$ cat src/rtl/dino_motion_pkg.sv
// Shared definitions for the dino motion controller: posture encodings,
// default physics constants and a counter-width helper.
package dino_motion_pkg;

  typedef enum logic [1:0] {
    ST_RUN  = 2'd0,
    ST_DUCK = 2'd1,
    ST_AIR  = 2'd2,
    ST_LAND = 2'd3
  } state_t;

  localparam int DEF_Y_W        = 8;
  localparam int DEF_JUMP_VEL   = 4;
  localparam int DEF_GRAVITY    = 1;
  localparam int DEF_LAND_TICKS = 2;

  // Bits needed to hold a countdown from n-1 to 0 (at least one bit).
  function automatic int cnt_w(input int n);
    return (n > 1) ? $clog2(n) : 1;
  endfunction

endpackage

$ cat src/rtl/dino_motion.sv
// Player-motion controller: turns debounced jump/duck levels into the dino's
// height and posture, advancing once per non-frozen frame tick.
module dino_motion
  import dino_motion_pkg::*;
#(
  parameter int Y_W        = DEF_Y_W,
  parameter int JUMP_VEL   = DEF_JUMP_VEL,
  parameter int GRAVITY    = DEF_GRAVITY,
  parameter int LAND_TICKS = DEF_LAND_TICKS
) (
  input  logic           clk,
  input  logic           rst_n,
  input  logic           i_tick,
  input  logic           i_jump,
  input  logic           i_duck,
  input  logic           i_freeze,
  output logic [Y_W-1:0] o_y,
  output logic           o_ducking,
  output logic           o_airborne,
  output logic           o_landed
);

  localparam int LC_W = cnt_w(LAND_TICKS);

  localparam logic signed [Y_W:0]   VEL_TAKEOFF = (Y_W+1)'(JUMP_VEL);
  localparam logic signed [Y_W:0]   G_NORMAL    = (Y_W+1)'(GRAVITY);
  localparam logic signed [Y_W:0]   G_DUCK      = (Y_W+1)'(2 * GRAVITY);
  localparam logic signed [Y_W+1:0] S_MAX       = (Y_W+2)'((2 ** Y_W) - 1);
  localparam logic [LC_W-1:0]       LC_INIT     = LC_W'(LAND_TICKS - 1);

  state_t                 state, state_n;
  logic [Y_W-1:0]         y, y_n;
  logic signed [Y_W:0]    vel, vel_n;
  logic [LC_W-1:0]        land_cnt, land_cnt_n;
  logic                   landed, landed_n;
  logic                   jump_prev;
  logic                   jump_pend, jump_pend_n;

  logic                   tick_en;
  logic                   jump_rise;
  logic                   on_ground_ready;
  logic signed [Y_W:0]    g;
  logic signed [Y_W+1:0]  s;

  assign tick_en         = i_tick & ~i_freeze;
  assign jump_rise       = i_jump & ~jump_prev;
  assign on_ground_ready = (state == ST_RUN) || (state == ST_DUCK);

  // NOTE: every signal written here gets a default first, so no path leaves
  // one unassigned and no latch is inferred.
  always_comb begin
    state_n     = state;
    y_n         = y;
    vel_n       = vel;
    land_cnt_n  = land_cnt;
    landed_n    = 1'b0;
    jump_pend_n = jump_pend;
    g           = i_duck ? G_DUCK : G_NORMAL;
    s           = $signed({2'b00, y}) + $signed({vel[Y_W], vel});

    // A fresh edge wins over the tick clear so an edge arriving with the tick
    // is still honoured on the following tick.
    if (jump_rise && on_ground_ready) begin
      jump_pend_n = 1'b1;
    end else if (tick_en) begin
      jump_pend_n = 1'b0;
    end

    if (tick_en) begin
      unique case (state)
        ST_RUN: begin
          if (jump_pend) begin
            state_n = ST_AIR;
            vel_n   = VEL_TAKEOFF;
          end else if (i_duck) begin
            state_n = ST_DUCK;
          end
        end
        ST_DUCK: begin
          if (jump_pend) begin
            state_n = ST_AIR;
            vel_n   = VEL_TAKEOFF;
          end else if (!i_duck) begin
            state_n = ST_RUN;
          end
        end
        ST_AIR: begin
          if (s[Y_W+1] || (s == '0)) begin
            y_n        = '0;
            vel_n      = '0;
            state_n    = ST_LAND;
            land_cnt_n = LC_INIT;
            landed_n   = 1'b1;
          end else if (s > S_MAX) begin
            y_n   = {Y_W{1'b1}};
            vel_n = '0;
          end else begin
            y_n   = s[Y_W-1:0];
            vel_n = vel - g;
          end
        end
        ST_LAND: begin
          if (land_cnt == '0) begin
            state_n = i_duck ? ST_DUCK : ST_RUN;
          end else begin
            land_cnt_n = land_cnt - 1'b1;
          end
        end
      endcase
    end
  end

  // NOTE: sequential state uses non-blocking assignments so every register
  // samples the pre-edge values computed above.
  always_ff @(posedge clk or negedge rst_n) begin
    if (!rst_n) begin
      state     <= ST_RUN;
      y         <= '0;
      vel       <= '0;
      land_cnt  <= '0;
      landed    <= 1'b0;
      jump_prev <= 1'b0;
      jump_pend <= 1'b0;
    end else begin
      state     <= state_n;
      y         <= y_n;
      vel       <= vel_n;
      land_cnt  <= land_cnt_n;
      landed    <= landed_n;
      jump_prev <= i_jump;
      jump_pend <= jump_pend_n;
    end
  end

  assign o_y        = y;
  assign o_ducking  = (state == ST_DUCK);
  assign o_airborne = (state == ST_AIR);
  assign o_landed   = landed;

endmodule

$ cat config.mk
export PLATFORM = sky130hd
export DESIGN_NAME = dino_motion
export DESIGN_NICKNAME = d
export VERILOG_FILES = /design/src/rtl/dino_motion_pkg.sv /design/src/rtl/dino_motion.sv
export SDC_FILE = /design/constraint.sdc
export NUM_CORES = 1
export LEC_CHECK = 0
export ABC_AREA = 1
export CORE_MARGIN = 2
export CORE_UTILIZATION = 61
export DETAILED_ROUTE_END_ITERATION = 10
export GPL_TIMING_DRIVEN = 0
export PLACE_DENSITY_LB_ADDON = 0.3
export SETUP_SLACK_MARGIN = 0.05
export SLEW_MARGIN = 20
export SYNTH_ARGS = -nofsm -noshare
export SYNTH_HDL_FRONTEND = slang
export SYNTH_SLANG_ARGS = --single-unit
$ cat constraint.sdc
create_clock -name clk -period 4.3 [get_ports clk]
set_input_delay 0.645 -clock clk [delete_from_list [all_inputs] [get_ports clk]]
set_output_delay 0.645 -clock clk [all_outputs]
set_load 0.02 [all_outputs]
==> run metrics, run 1 <==
Yosys Warn Count 0; drt first pass iters 4; Top delay family on crit path simple AND/OR/NAND/NOR gates; Post-CTS Setup Bufs 0; FILL cells 236; Slew Limit Headroom 64.9%; cts hold-fix bufs 0; Initial Utilization 63.2%; overall die height 57.2 um; P_leak 1.10 nW; crit-path max cell delay 410 ps; pwr dens 823 nW/um^2; die width 57.2 um; min cycle time layout 2590 ps; Yosys reg bits 23; RSZ-0062 raised after global routing false; first-pass GRT wire length 6470 um; clock skew 9.26 ps; port buffer count 16; CORE AREA 2730 sq um; Area Growth Syn to Fin 12.8%; Post-Syn Instances 252; RePlAce Congestion 0.850; PostCTS Resize Cnt 0; post-synthesis sequential area ratio 33.3%; syn_area_per_cell 6.86 sq um; CTS tree yes; ANT cells 0; routing usage on met1 37.2%; CP Data Arrival Time 2880 ps; FP Rows 19; synthesized area 1730 sq um; status finished clean; Hold Vio Cnt, Final 0; slowest CP cell clkdlybuf4s50_1; clk root buf clkbuf_4; largest net degree at the start of global routing 24; fin crit share 60.2%; Nets 291; maxcap violations 0; via count 1615; post-route design area 1950 sq um; syn nets 270; CTS sink cnt 23; final setup fails 0; buffer and inverter count on the worst path 3; CP Capture Type flop; vias in the first global route 1465; Setup CP Type in2reg; Die ar. 3280 sq um; Post-Place Setup Slack 1360 ps; # IOs 17; Vias/cell 5.33; grt met3 use 3.40%; busiest grt layer met2; Max Slew Vio Count 0; Total GRT Usage 25.4%; Routed WL 3640 um; PnR worst setup slack 1710 ps; critical path peak fanout 4; CP cell instances clkdlybuf4s50_1 > inv_1 > ha_1 > inv_1 > fa_1 > nor3_1 > nand3_1 > nor3_1 > xor2_1 > nand4_1 > nand2_1; clock transition at the registers of the reported paths 140 ps; CTS buffer count 3; area of placed instances 1930 sq um; f_max 0.386 GHz; gr ovfl total 0; H-tree levels 1; Tightest Pin Transition 527 ps; share of cells above drive strength 1 6.62%; Final Power 1.61 mW; Post-DP HPWL 2770 um; Critical Path Source Type input pin; Wirelength per Cell 12.0 um; drt first-iter violations 80; initial antenna violation count 0; GR Util met2 38.4%; Setup TNS 0 ps; HP Class in2async; Clock Path Buffers 2; distinct cell type count of the synthesized netlist 26; Clk Latency, worst-skew pair 330 ps; data required time at the worst endpoint 4590 ps; peak supply drop 0.663 mV; antenna viol nets, final 0; DR DRC count 0; Final Core Density 71.4%
[sequential cells by signal, summed over array words and instances, names as in the netlist]
register	cells
state	2
jump_pend	1
land_cnt	1
o_landed	1
jump_prev	1
o_y	8
vel	9
[per-layer routing]
metal / wire length (um) / share of wire [%] / vias up
li1: - / - / 837
met1: 1820 / 50 / 741
met2: 1640 / 45 / 32
met3: 121 / 3.3 / 5
met4: 52 / 1.4 / 0
met5: 0 / 0 / -
[cells by family (layout without fill, tap and decap cells)]
| family | Yosys count | count (layout) | share of synthesized area, % |
|---|---|---|---|
| xor+xnor | 7 | 7 | 3.55 |
| buf+inv | 40 | 60 | 9.41 |
| fa+ha+maj | 12 | 12 | 9.55 |
| flops | 23 | 23 | 33.3 |
| compound gates | 20 | 20 | 6.51 |
| simple gates | 150 | 150 | 37.7 |
[layout make-up]
cell class              instances  area [sq um]  area share [%]
plain buffers                   1          11.3           0.577
multi-input cells             189           991            50.8
well taps                      31          38.8            1.99
repair buffers                 16           155            7.95
clock inverters                 1          5.00           0.257
flip-flops and latches         23           576            29.5
inverters                      39           151            7.76
clock buffers                   3          22.5            1.15
[cells in the mapped netlist]
master / n / share of area [%]
nor2_2: 2 / 0.72
nand2_1: 91 / 20
fa_1: 2 / 2.3
nand2_4: 1 / 0.65
or2_1: 1 / 0.36
nand4_1: 4 / 1.4
nand3_1: 29 / 8.4
o21bai_2: 1 / 0.65
xor2_1: 6 / 3.0
o21ai_0: 3 / 0.87
nor3_1: 3 / 0.87
a21oi_2: 1 / 0.51
nor2_8: 1 / 1.2
dfrtp_1: 23 / 33
o21ai_1: 6 / 1.7
inv_1: 35 / 7.6
inv_2: 1 / 0.22
xnor2_1: 1 / 0.51
clkinv_1: 1 / 0.22
inv_4: 2 / 0.72
nand2_2: 3 / 1.1
a21oi_1: 8 / 2.3
o21a_1: 1 / 0.43
ha_1: 10 / 7.2
buf_6: 1 / 0.65
nor2_1: 15 / 3.3
[path summary, 6_finish.rpt]
path,to,start,cells after the start,slack (ps)
max,vel[8],i_duck,11,1710
min,vel[5],rst_n,1,260
max reg2reg,o_y[1],vel[0],16,1910
min in group clk,jump_pend,jump_prev,1,450
max in group asynchronous,o_y[5],rst_n,1,3680
min reg2reg,jump_pend,jump_prev,1,450
[power by group]
group	internal, mW	switching, mW	total, mW
registers	0.304	0.103	0.406
clock network	0.0350	0.0738	0.109
logic	0.415	0.676	1.09
[per-stage QoR]
step,hold slack [ps],std cells
floorplan,349,252
global placement,417,299
detailed placement,429,299
CTS,451,303
global route,307,303
finish,262,303
[cell usage in the layout (no fill, tap or decap), drive strengths merged, types with 6 or more instances in the layout]
| cell type | n |
|---|---|
| clkdlybuf4s50 | 15 |
| nand3 | 29 |
| nand2 | 95 |
| xor2 | 6 |
| a21oi | 9 |
| dfrtp | 23 |
| o21ai | 9 |
| inv | 38 |
| ha | 10 |
| nor2 | 18 |
No activity file was read; power rests on OpenSTA's default activity.
==> run 2, diff against run 1 <==
Settings changed: CORE_UTILIZATION 61 to 57.
Clock period 4.3 ns to 2.54 ns, I/O delays scaled along.
==> run 2 against run 1 <==
  * First-iteration DRC count decreased by 8.8%
  * Via count decreased by 2.0%
  * Non-clock buffer count increased by 2
  * Sequential share of layout area down 0.46 points
  * Flip-flop and latch count stayed put
  * Sequential power is 68% higher
  * Core utilization is 1.2 points lower
  * Cell count is 0.66% higher
  * Critical path depth up 5
  * Power increased by 73%
  * Wire length rose by 0.96%
  * Largest power group unchanged
  * Highest routed layer unchanged
==> run metrics, run 2 (synthesis results as in run 1) <==
H-tree levels 1 (unchanged); Post-DP HPWL 2760 um (-0.52%); first-pass GRT wire length 6180 um (-4.5%); FP Rows 19 (unchanged); die width 59.1 um (+3.2%); CTS tree yes; DR DRC count 0 (unchanged); Biggest register vel; largest net degree at the start of global routing 24 (unchanged); via count 1582 (-2.0%); P_leak 1.11 nW (+0.56%); Slew Limit Headroom 65.4% (+0.50 points); fin crit share 92.2%; Max Slew Vio Count 0 (unchanged); Sequential Power Share 24.6% (-0.7 points); critical path peak fanout 10 (+6); CP Capture Type flop; placed cell count 299 (unchanged); Clk Latency, worst-skew pair 320 ps (about the same); pwr dens 1400 nW/um^2 (+70%); grt met3 use 2.62% (-0.78 points); share of cells above drive strength 1 9.85% (+3.2 points); Initial Utilization 61.1% (-2.1 points); busiest grt layer met2; Total GRT Usage 23.4% (-2.0 points); data required time at the worst endpoint 2750 ps (-1840 ps); CTS buffer count 3 (unchanged); initial antenna violation count 0 (unchanged); GR Util met2 39.7% (+1.3 points); Hold Vio Cnt, Final 0 (unchanged); RePlAce Congestion 0.939 (+10%); Wirelength per Cell 12.0 um (+0.30%); port buffer count 16 (unchanged); Vias/cell 5.19 (-2.7%); Routed WL 3670 um (+0.96%); drt first-iter violations 73 (-8.8%); NetSw 1.47 mW (+72%); clk root buf clkbuf_4; cts hold-fix bufs 0 (unchanged); final cell count without fillers 305 (+0.66%); drt first pass iters 4 (unchanged); clock transition at the registers of the reported paths 150 ps (about the same); CORE AREA 2830 sq um (+3.5%); min cycle time layout 2340 ps; # IOs 17 (unchanged); final setup fails 0 (unchanged); f_max 0.427 GHz; Critical Path Source Type flop; Die ar. 3490 sq um (+6.5%); ANT cells 0 (unchanged); Clock Path Buffers 2 (unchanged); max reg flops 9 (unchanged); maxcap violations 0 (unchanged); Area Growth Syn to Fin 14.8%; status finished clean; Tightest Pin Transition 519 ps (-7.50 ps); Setup CP Type reg2reg; antenna viol nets, final 0 (unchanged); Nets 293 (+0.69%); hold_ws 9.86 ps (-252 ps); gr ovfl total 0 (unchanged); clock skew 8.36 ps (-0.898 ps); routing usage on met1 32.7% (-4.6 points); RSZ-0062 raised after global routing false; vias in the first global route 1388 (-5.3%); peak supply drop 0.748 mV (+13%); commonest cells after routing, fill and taps aside nand2_1 (89), inv_1 (35), nand3_1 (28); switching share of power 52.8% (-0.27 points); clock network fraction of total power 6.5% (-0.3 points); Comb pwr share 68.9% (+1.0 points); CP Data Arrival Time 2550 ps (-330 ps); HP Class in2async; CTS sink cnt 23 (unchanged); most common cell after layout, fill and taps aside nand2_1; Final Power 2.78 mW (+73%); overall die height 59.1 um (+3.2%); Int Pwr 1.31 mW (+74%)
## run 2: layout make-up
class | instances | area (sq um)
clock buffers | 3 | 22.5
well taps | 31 | 38.8
fillers | 245 | 843
plain buffers | 1 | 11.3
multi-input cells | 189 | 1010
flip-flops and latches | 23 | 577
clock inverters | 1 | 5.00
repair buffers | 18 | 170
inverters | 39 | 151
## run 2: layer usage
layer,wire length (um),vias up
li1,-,843
met1,1780,710
met2,1750,27
met3,121,2
met4,19,0
met5,0,-
## run 2: worst paths after layout
path,to,from,cells past startpoint,slack (ps)
worst max-delay path,o_y[1],vel[0],16,200
worst min-delay path,vel[7],rst_n,1,10
worst max register to register,o_y[1],vel[0],16,200
worst min register to register,jump_pend,jump_prev,1,460
max in group asynchronous,vel[1],rst_n,1,2160
min in group clk,jump_pend,jump_prev,1,460
## run 2: worst max-delay path: stages, from the launching register on
cell      delay (ps)
dfrtp_1          400
ha_2             190
inv_1             50
fa_2             330
inv_1             90
nand2_1          120
nand2_2          120
nand3_1           90
nand2_2          110
inv_2             30
nor2_1            90
nand2_1           70
o21bai_2         190
nand2_2           80
buf_6            150
nand3_1           60
o21ai_1           80
## run 2: through the flow
stage	utilization, %	TNS [ps]	worst slack [ps]	cell area [sq um]
floorplan	-	0	346	1730
detailed placement	68.2	-72.9	-72.9	1930
global route	70.2	0	2.72	1990
finish	70.2	0	199	1990
global placement	68.2	-66.6	-66.6	1930
CTS	69.1	0	181	1960
## run 2: timing repair
action                     in CTS  in global routing
resized for setup               0                  7
hold endpoints to repair        0                  0
setup endpoints to repair       0                 16
setup buffers                   0                  2
## run 2: power groups by stage
stage | Combinational [mW] | Sequential, mW | Clock, mW
after floorplan | 1.35 | 0.719 | 0
after global placement | 1.81 | 0.689 | 0
after detailed placement | 1.83 | 0.693 | 0
after CTS | 1.84 | 0.685 | 0.182
after global routing | 2.18 | 0.704 | 0.196
final | 1.91 | 0.683 | 0.181
==> run 3, diff against run 2 <==
Settings changed: CORE_UTILIZATION 57 to 52, SKIP_CTS_REPAIR_TIMING from default to 1.
==> run 3 against run 2 <==
  * Flip-flop and latch count stayed put
  * Core utilization fell by 5.6 points
  * First-iteration DRC count is 12% higher
  * Clock power hardly changed
  * Wire length grew 2.2%
  * Hold slack better by 12 ps
  * Register-to-register slack hardly changed
  * Die area increased by 8.9%
  * Largest cell class unchanged
==> run metrics, run 3 (synthesis results as in run 1) <==
PnR worst setup slack 213 ps (+14.4 ps); Int Pwr 1.32 mW (+0.56%); CTS buffer count 3 (unchanged); Clk Latency, worst-skew pair 320 ps (about the same); clock transition at the registers of the reported paths 140 ps (about the same); drt first pass iters 4 (unchanged); Worst R2R Setup Slack 210 ps (about the same); vias in the first global route 1457 (+5.0%); RePlAce Congestion 0.950 (+1.2%); gr ovfl total 0 (unchanged); cells on worst reg2reg path 16 (unchanged); reg-to-reg critical path startpoint vel[0]; initial antenna violation count 0 (unchanged); CTS sink cnt 23 (unchanged); CP Capture Type flop; Max Slew Vio Count 0 (unchanged); pwr dens 1390 nW/um^2 (-0.37%); largest net degree at the start of global routing 24 (unchanged); ANT cells 0 (unchanged); CORE AREA 3100 sq um (+9.7%); Final Power 2.79 mW (+0.51%); buffer and inverter count on the worst path 4 (unchanged); overall die height 61.7 um (+4.4%); NetSw 1.47 mW (+0.46%); Tightest Pin Transition 557 ps (+37.3 ps); Comb pwr share 69.2% (+0.3 points); maxcap violations 0 (unchanged); CTS tree yes; fin crit share 91.6% (-0.57 points); Setup CP Type reg2reg; H-tree levels 1 (unchanged); f_max 0.430 GHz (+0.62%); clock skew 5.60 ps (-2.75 ps); Post-DP HPWL 2820 um (+2.3%); Critical Path Source Type flop; Routed WL 3750 um (+2.2%); Top delay family on crit path simple AND/OR/NAND/NOR gates; crit-path max cell delay 400 ps (about the same); cell mode on critical path nand2_2; via count 1621 (+2.5%); HP Class in2async; switching share of power 52.8% (about the same); first-pass GRT wire length 6300 um (+2.0%); port buffer count 16 (unchanged); Hold Vio Cnt, Final 0 (unchanged); P_leak 1.12 nW (+1.2%); Post-Place Setup Slack -107 ps (-34.1 ps); clk root buf clkbuf_4; Vias/cell 5.08 (-2.0%); Total GRT Usage 22.6% (-0.79 points); critical path peak fanout 10 (unchanged); slowest CP cell dfrtp_1; Biggest register vel; Area Growth Syn to Fin 15.8%; Wirelength per Cell 11.8 um (-2.3%); clock network fraction of total power 6.4% (about the same); post-route design area 2000 sq um (+0.88%); CP Data Arrival Time 2550 ps (about the same); status finished clean; Clock Path Buffers 2 (unchanged); # IOs 17 (unchanged); drt first-iter violations 82 (+12%); Initial Utilization 55.7% (-5.4 points); max reg flops 9 (unchanged); Sequential Power Share 24.4% (-0.2 points); FP Rows 20 (+1); die width 61.7 um (+4.4%); DR DRC count 0 (unchanged); Nets 294 (+0.34%); CP cell instances ha_1 > inv_1 > fa_1 > inv_1 > nand2_2 > nand2_2 > nand3_1 > nand2_1 > inv_2 > nor2_1 > nand2_1 > o21bai_2 > nand2_2 > buf_6 > nand3_1 > o21ai_1; data required time at the worst endpoint 2760 ps (about the same); antenna viol nets, final 0 (unchanged); final setup fails 0 (unchanged); peak supply drop 0.730 mV (-2.5%); RSZ-0062 raised after global routing false; min cycle time layout 2330 ps (-14.4 ps); commonest cells after routing, fill and taps aside nand2_1 (89), inv_1 (35), nand3_1 (28); share of cells above drive strength 1 9.09% (-0.76 points); RR Endpoint o_y[1]; Die ar. 3800 sq um (+8.9%); most common cell after layout, fill and taps aside nand2_1; area of placed instances 1940 sq um (+0.84%); Slew Limit Headroom 62.9% (-2.5 points)
## run 3: cell count changes in the layout (fill, tap and decap cells not counted), sizes merged
| cell | change |
|---|---|
| buf | +1 |
## run 3: area by class of cell
type                       instances  area (sq um)
clock buffer                       3          22.5
buffer                             1          11.3
timing repair buffer              19           178
inverter                          39           151
multi-input combinational        189          1000
fill                             311          1100
sequential                        23           576
clock inverter                     1          5.00
tap                               44          55.1
## run 3: worst reg2reg max path, delay by kind of cell (launching register included)
family          cells  cell delay, ps
fa+ha+maj           2             560
simple gates        8             670
compound gates      2             260
buf+inv             4             340
flops               1             400
## run 3: through the flow
step                hold WS (ps)  util [%]  cells  setup TNS [ps]
floorplan                   85.4         -    252               0
detailed placement           434      62.7    312            -107
global route                53.0      64.6    319               0
finish                      21.6      64.6    319               0
CTS                          457      63.5    316               0
global placement             439      62.7    312           -60.2
## run 3: worst max path at each step
stage,from,endpoint,cells past startpoint
floorplan,o_y[0],o_y[1],16
global placement,i_duck,vel[8],11
detailed placement,i_duck,vel[8],11
CTS,vel[0],o_y[1],16
global route,vel[0],vel[0],14
finish,vel[0],o_y[1],16
## run 3: metal layers
layer	GRT usage [%]	vias up	share of wire (%)
li1	-	851	-
met3	2.52	5	3.1
met5	0	-	0
met2	36.7	31	46
met4	6.38	0	1.2
met1	31.9	734	49
## run 3: power groups by stage
stage          combinational, mW  clock, mW  sequential [mW]
6_report                    1.93      0.179            0.681
2_1_floorplan               1.35          0            0.719
5_1_grt                     2.18      0.194            0.701
4_1_cts                     1.86      0.184            0.682
3_3_place_gp                1.81          0            0.686
3_5_place_dp                1.86          0            0.691
